## config.mk

```make
export PLATFORM = sky130hd
export DESIGN_NAME = card_dealer
export DESIGN_NICKNAME = d
export VERILOG_FILES = /design/src/rtl/card_dealer.sv
export SDC_FILE = /design/constraint.sdc
export NUM_CORES = 1
export LEC_CHECK = 0
export CAP_MARGIN = 20
export CORE_AREA = 2 2 108 110
export CTS_CLUSTER_DIAMETER = 50
export DETAILED_ROUTE_END_ITERATION = 10
export DIE_AREA = 0 0 110 112
export DONT_BUFFER_PORTS = 1
export PLACE_DENSITY = 0.63
export SLEW_MARGIN = 20
export SYNTH_ARGS = -nofsm -noshare
export SYNTH_HDL_FRONTEND = slang
export SYNTH_SLANG_ARGS = --single-unit
```

## constraint.sdc

```tcl
create_clock -name clk -period 5.3 [get_ports clk]
set_clock_uncertainty 0.05 [all_clocks]
set_input_delay 0.795 -clock clk [delete_from_list [all_inputs] [get_ports clk]]
set_output_delay 0.795 -clock clk [all_outputs]
set_load 0.02 [all_outputs]
```

## src/rtl/card_dealer.sv

```systemverilog
// Random non-repeating card source: LFSR-picked start index, linear probe over a 52-bit dealt mask.
// deal_req -> deal_valid in 2..53 cycles; requests while busy are ignored, shuffle aborts any search.
package poker_types;
    typedef enum logic [1:0] {CLUBS, DIAMONDS, HEARTS, SPADES} suit_t;
    typedef enum logic [3:0] {TWO, THREE, FOUR, FIVE, SIX, SEVEN, EIGHT, NINE, TEN,
                              JACK, QUEEN, KING, ACE} rank_t;
    typedef struct packed {
        rank_t rank;
        suit_t suit;
    } card_t;
endpackage

module card_dealer
    import poker_types::*;
#(
    parameter logic [15:0] LFSR_SEED = 16'hACE1
) (
    input  logic       clk,
    input  logic       reset,
    input  logic       shuffle,
    input  logic       deal_req,
    output logic       deal_valid,
    output card_t      card,
    output logic [5:0] card_idx,
    output logic [5:0] cards_remaining,
    output logic       deck_empty,
    output logic       busy,
    output logic       deal_err
);
    typedef enum logic {IDLE, SEARCH} state_t;

    state_t      state_q, state_d;
    logic [51:0] dealt_q, dealt_d;
    logic [5:0]  rem_q, rem_d;
    logic [5:0]  cand_q, cand_d;
    logic [5:0]  idx_q, idx_d;
    card_t       card_q, card_d;
    logic [15:0] lfsr_q, lfsr_d;
    logic        valid_q, valid_d;
    logic        err_q, err_d;
    logic        busy_q, busy_d;
    logic        empty_q, empty_d;
    logic [5:0]  lfsr_cand;

    // Suit-major ordering: idx = suit*13 + rank; comparisons avoid a divider.
    function automatic card_t idx_to_card(input logic [5:0] idx);
        card_t c;
        if (idx < 6'd13) begin
            c.suit = CLUBS;
            c.rank = rank_t'(idx[3:0]);
        end else if (idx < 6'd26) begin
            c.suit = DIAMONDS;
            c.rank = rank_t'(4'(idx - 6'd13));
        end else if (idx < 6'd39) begin
            c.suit = HEARTS;
            c.rank = rank_t'(4'(idx - 6'd26));
        end else begin
            c.suit = SPADES;
            c.rank = rank_t'(4'(idx - 6'd39));
        end
        return c;
    endfunction

    assign lfsr_d    = {lfsr_q[14:0], lfsr_q[15] ^ lfsr_q[13] ^ lfsr_q[12] ^ lfsr_q[10]};
    assign lfsr_cand = (lfsr_q[5:0] < 6'd52) ? lfsr_q[5:0] : lfsr_q[5:0] - 6'd52;

    always_comb begin
        state_d = state_q;
        dealt_d = dealt_q;
        rem_d   = rem_q;
        cand_d  = cand_q;
        idx_d   = idx_q;
        card_d  = card_q;
        valid_d = 1'b0;
        err_d   = 1'b0;
        if (shuffle) begin
            dealt_d = '0;
            rem_d   = 6'd52;
            state_d = IDLE;
        end else begin
            unique case (state_q)
                IDLE: begin
                    if (deal_req) begin
                        if (rem_q != 6'd0) begin
                            cand_d  = lfsr_cand;
                            state_d = SEARCH;
                        end else begin
                            err_d = 1'b1;
                        end
                    end
                end
                SEARCH: begin
                    if (!dealt_q[cand_q]) begin
                        dealt_d[cand_q] = 1'b1;
                        idx_d   = cand_q;
                        card_d  = idx_to_card(cand_q);
                        rem_d   = rem_q - 6'd1;
                        valid_d = 1'b1;
                        state_d = IDLE;
                    end else begin
                        cand_d = (cand_q == 6'd51) ? 6'd0 : cand_q + 6'd1;
                    end
                end
                default: state_d = IDLE;
            endcase
        end
        busy_d  = (state_d == SEARCH);
        empty_d = (rem_d == 6'd0);
    end

    always_ff @(posedge clk) begin
        if (reset) begin
            state_q <= IDLE;
            dealt_q <= '0;
            rem_q   <= 6'd52;
            cand_q  <= '0;
            idx_q   <= '0;
            card_q  <= '0;
            lfsr_q  <= LFSR_SEED;
            valid_q <= 1'b0;
            err_q   <= 1'b0;
            busy_q  <= 1'b0;
            empty_q <= 1'b0;
        end else begin
            state_q <= state_d;
            dealt_q <= dealt_d;
            rem_q   <= rem_d;
            cand_q  <= cand_d;
            idx_q   <= idx_d;
            card_q  <= card_d;
            lfsr_q  <= lfsr_d;
            valid_q <= valid_d;
            err_q   <= err_d;
            busy_q  <= busy_d;
            empty_q <= empty_d;
        end
    end

    assign deal_valid      = valid_q;
    assign card            = card_q;
    assign card_idx        = idx_q;
    assign cards_remaining = rem_q;
    assign deck_empty      = empty_q;
    assign busy            = busy_q;
    assign deal_err        = err_q;
endmodule

```

==> reports/qor.yml <==
dr.first_iter.drc_count: 250
seq_area_frac_synth_pct: 44.2
detailedRoute.firstPassIterationCount: 4
ys_ff_latch: 96
gr-usage-all-layers_pct: 16.8
synth.yosys.warnings: 0
critical_path_peak_fanout: 24
ioPinCount: 26
numPortBuffers: 0
routedWlPerCell_microns: 16.6
p_leak_nw: 1.60
grt_pass1_vias: 3245
worst_slew_pin_slew_ns: 1.06
crit_path_end_kind: "flip-flop"
holdCritStartpoint: "lfsr_q[6]"
syn-num-nets: 480
placed_area_sq_mm: 0.00438
initial_utilization_pct: 38.9
path_class: "flip-flop to flip-flop"
dieHeight_microns: 112
core_area_sq_mm: 0.0112
critPathLaunch: "cand_q[0]"
drt_wl_total_microns: 9830
synth_top_flop_cell: "dfxtp_1"
synthesis.area_sq_mm: 0.00435
synth_cell_types: 57
dp_cells: 578
ir_worst_vdd_mv: 0.184
synth_top_cells_by_area: "dfxtp_1 44%, nor2_1 7.2%, a31oi_1 6.3%, mux4_2 4.7%, mux2i_1 3.5%"
clock_tree_from_tritoncts: "done"
synth_largest_type_area_fraction_pct: 44.2
largest_family_of_logic_cells_by_synthesized_area: "simple AND/OR/NAND/NOR gates"
clock_tree.buffer_depth: 2
rsz0062_at_grt: "false"
finalInstanceArea_sq_mm: 0.00468
outcome: "completed"
maxSlewHeadroom_pct: 29.3
num_vias: 3302
placement_rows: 39
cts_max_level: 3
finalSetupTns_ns: 0
finish.cell_count_without_fillers: 594
timing.final.crit_period_ns: 3.39
drc: 0
grt_start_max_net_pins: 58
worst-path-buf-inv: 0
dieWidth_microns: 110
worst_setup_hold_path_clk_slew_ns: 0.06
compound_gate_fraction_of_synth_area_pct: 16.3
postCtsResizedCells: 0
slew_violations: 0
die-area_sq_mm: 0.0123
cts_num_sinks: 96
path_cells: "mux4_1 -> mux2i_1 -> a221o_1 -> a21oi_4 -> nor3_4 -> a31oi_1 -> nor2_1"
layout_net_count: 460
synth.mux.area_fraction_pct: 9.93
setup.worst_path.start_class: "flip-flop"
synthAdderAreaFrac_pct: 2.88
synth.avg_cell_area_sq_um: 9.32
synth_edf_count: 0
clkLatencyLatePin_ns: 0.35
fillerInstances: 1111
timing.final.hold_violations: 0
post_route_cells_drive_above_1_share_pct: 11.1
timing.final.crit_share_pct: 63.9
post-dp-hpwl_microns: 6430
drv_cap: 0
post-layout-total-power_mw: 1.52
asyncSetResetFlopFracSynth_pct: 0
post_synth_xor_area_fraction_pct: 2.02
worst_r2r_startpoint: "cand_q[0]"
slowest_delay_ns: 0.96
critPathRequiredTime_ns: 5.52
postRouteAntennaNets: 0
cpMaxStageDelayCell: "dfxtp_1"
via_cell_ratio: 5.56
clock_tree.root_cell: "clkbuf_16"
family_of_cells_with_the_greatest_summed_delay_on_the_critical_path: "simple AND/OR/NAND/NOR gates"
number_of_buffers_added_by_the_clock_tree_synthesis_step: 9
routability_cong: 0.840
antenna_cells_inserted: 0
post_synth_and_or_nand_nor_area_fraction_pct: 19.6
hp-class: "flip-flop to flip-flop"
max_freq_mhz: 295
critPathArrivalTime_ns: 3.61
area_growth_from_synthesis_to_layout_pct: 7.63
grt_antenna_before_repair: 0
synthesis.instances: 466
grt_pass1_wl_microns: 16300
netlist.top_cell.by_area: "dfxtp_1"
power.density_mw_per_mm2: 324
count_of_hold_buffers_inserted_by_post_cts_repair: 0
grt_overflow: 0
post-route-util_pct: 41.9
post-cts-setup-buffer-count: 0
setup_viol: 0
-- cells in the mapped netlist, drive strengths merged (11+ instances only) --
| cell | number |
|---|---|
| clkbuf | 20 |
| nand2 | 14 |
| a21oi | 21 |
| o21ai | 13 |
| dfxtp | 96 |
| mux2i | 15 |
| nor2b | 13 |
| a31oi | 44 |
| nor2 | 84 |
| mux4 | 11 |
| buf | 14 |
| inv | 15 |
-- worst register-to-register path, delay by kind of cell, from the launching register on --
| family | cells | cell delay, ns |
|---|---|---|
| mux | 2 | 0.82 |
| simple gates | 2 | 1.00 |
| compound gates | 3 | 0.49 |
| flops | 1 | 0.96 |
-- state kept, by name, summed over array words and instances (netlist names) --
name,count
dealt_q,52
lfsr_q,16
cand_q,6
card,6
card_idx,6
cards_remaining,6
busy,1
deal_err,1
deal_valid,1
deck_empty,1
-- through the flow --
| step | setup WS [ns] | hold WS (ns) |
|---|---|---|
| 2_1_floorplan | 2.87 | 0.339 |
| 5_1_grt | 1.63 | 0.393 |
| 3_5_place_dp | 1.94 | 0.353 |
| 4_1_cts | 1.92 | 0.372 |
| 6_report | 1.91 | 0.368 |
| 3_3_place_gp | 2.05 | 0.343 |
-- per-layer routing --
metal / track usage, % / vias up / part of all wire [%]
li1: - / 1601 / -
met1: 23.1 / 1629 / 47
met2: 26.3 / 60 / 48
met3: 3.28 / 12 / 3.9
met4: 5.49 / 0 / 1.4
met5: 0 / - / 0
-- logic make-up after synthesis --
family          after synthesis
simple gates                166
compound gates              107
flops                        96
buf+inv                      49
mux                          28
xor+xnor                     10
fa+ha+maj                    10
-- power breakdown --
| part | internal [mW] | switching (mW) |
|---|---|---|
| logic | 0.0413 | 0.0702 |
| registers | 0.735 | 0.0217 |
| clock network | 0.367 | 0.280 |
-- layout make-up --
cell class / count / area [sq um] / area share (%)
multi-input combinational: 321 / 2200 / 47.1
clock buffer: 10 / 229 / 4.90
timing repair buffer: 3 / 22.5 / 0.482
sequential: 96 / 1920 / 41.1
tap: 143 / 179 / 3.83
clock inverter: 6 / 67.6 / 1.44
inverter: 15 / 56.3 / 1.20
-- final timing paths --
path,endpoint,slack [ns],depth (start not counted)
min reg2reg,lfsr_q[7],0.37,1
max reg2reg,dealt_q[24],1.91,7
min,lfsr_q[7],0.37,1
max,dealt_q[24],1.91,7
-- cell usage in the layout (no fill, tap or decap), types with 10 or more instances in the layout --
cell type	netlist	final
a21oi_1	20	20
a31oi_1	44	44
and2_1	10	10
dfxtp_1	96	96
ha_1	10	10
inv_1	15	15
mux2i_1	15	15
nand2_1	14	14
nor2_1	83	83
nor2b_1	13	13
o21ai_0	12	12
Power figures use the tool's default switching activity.
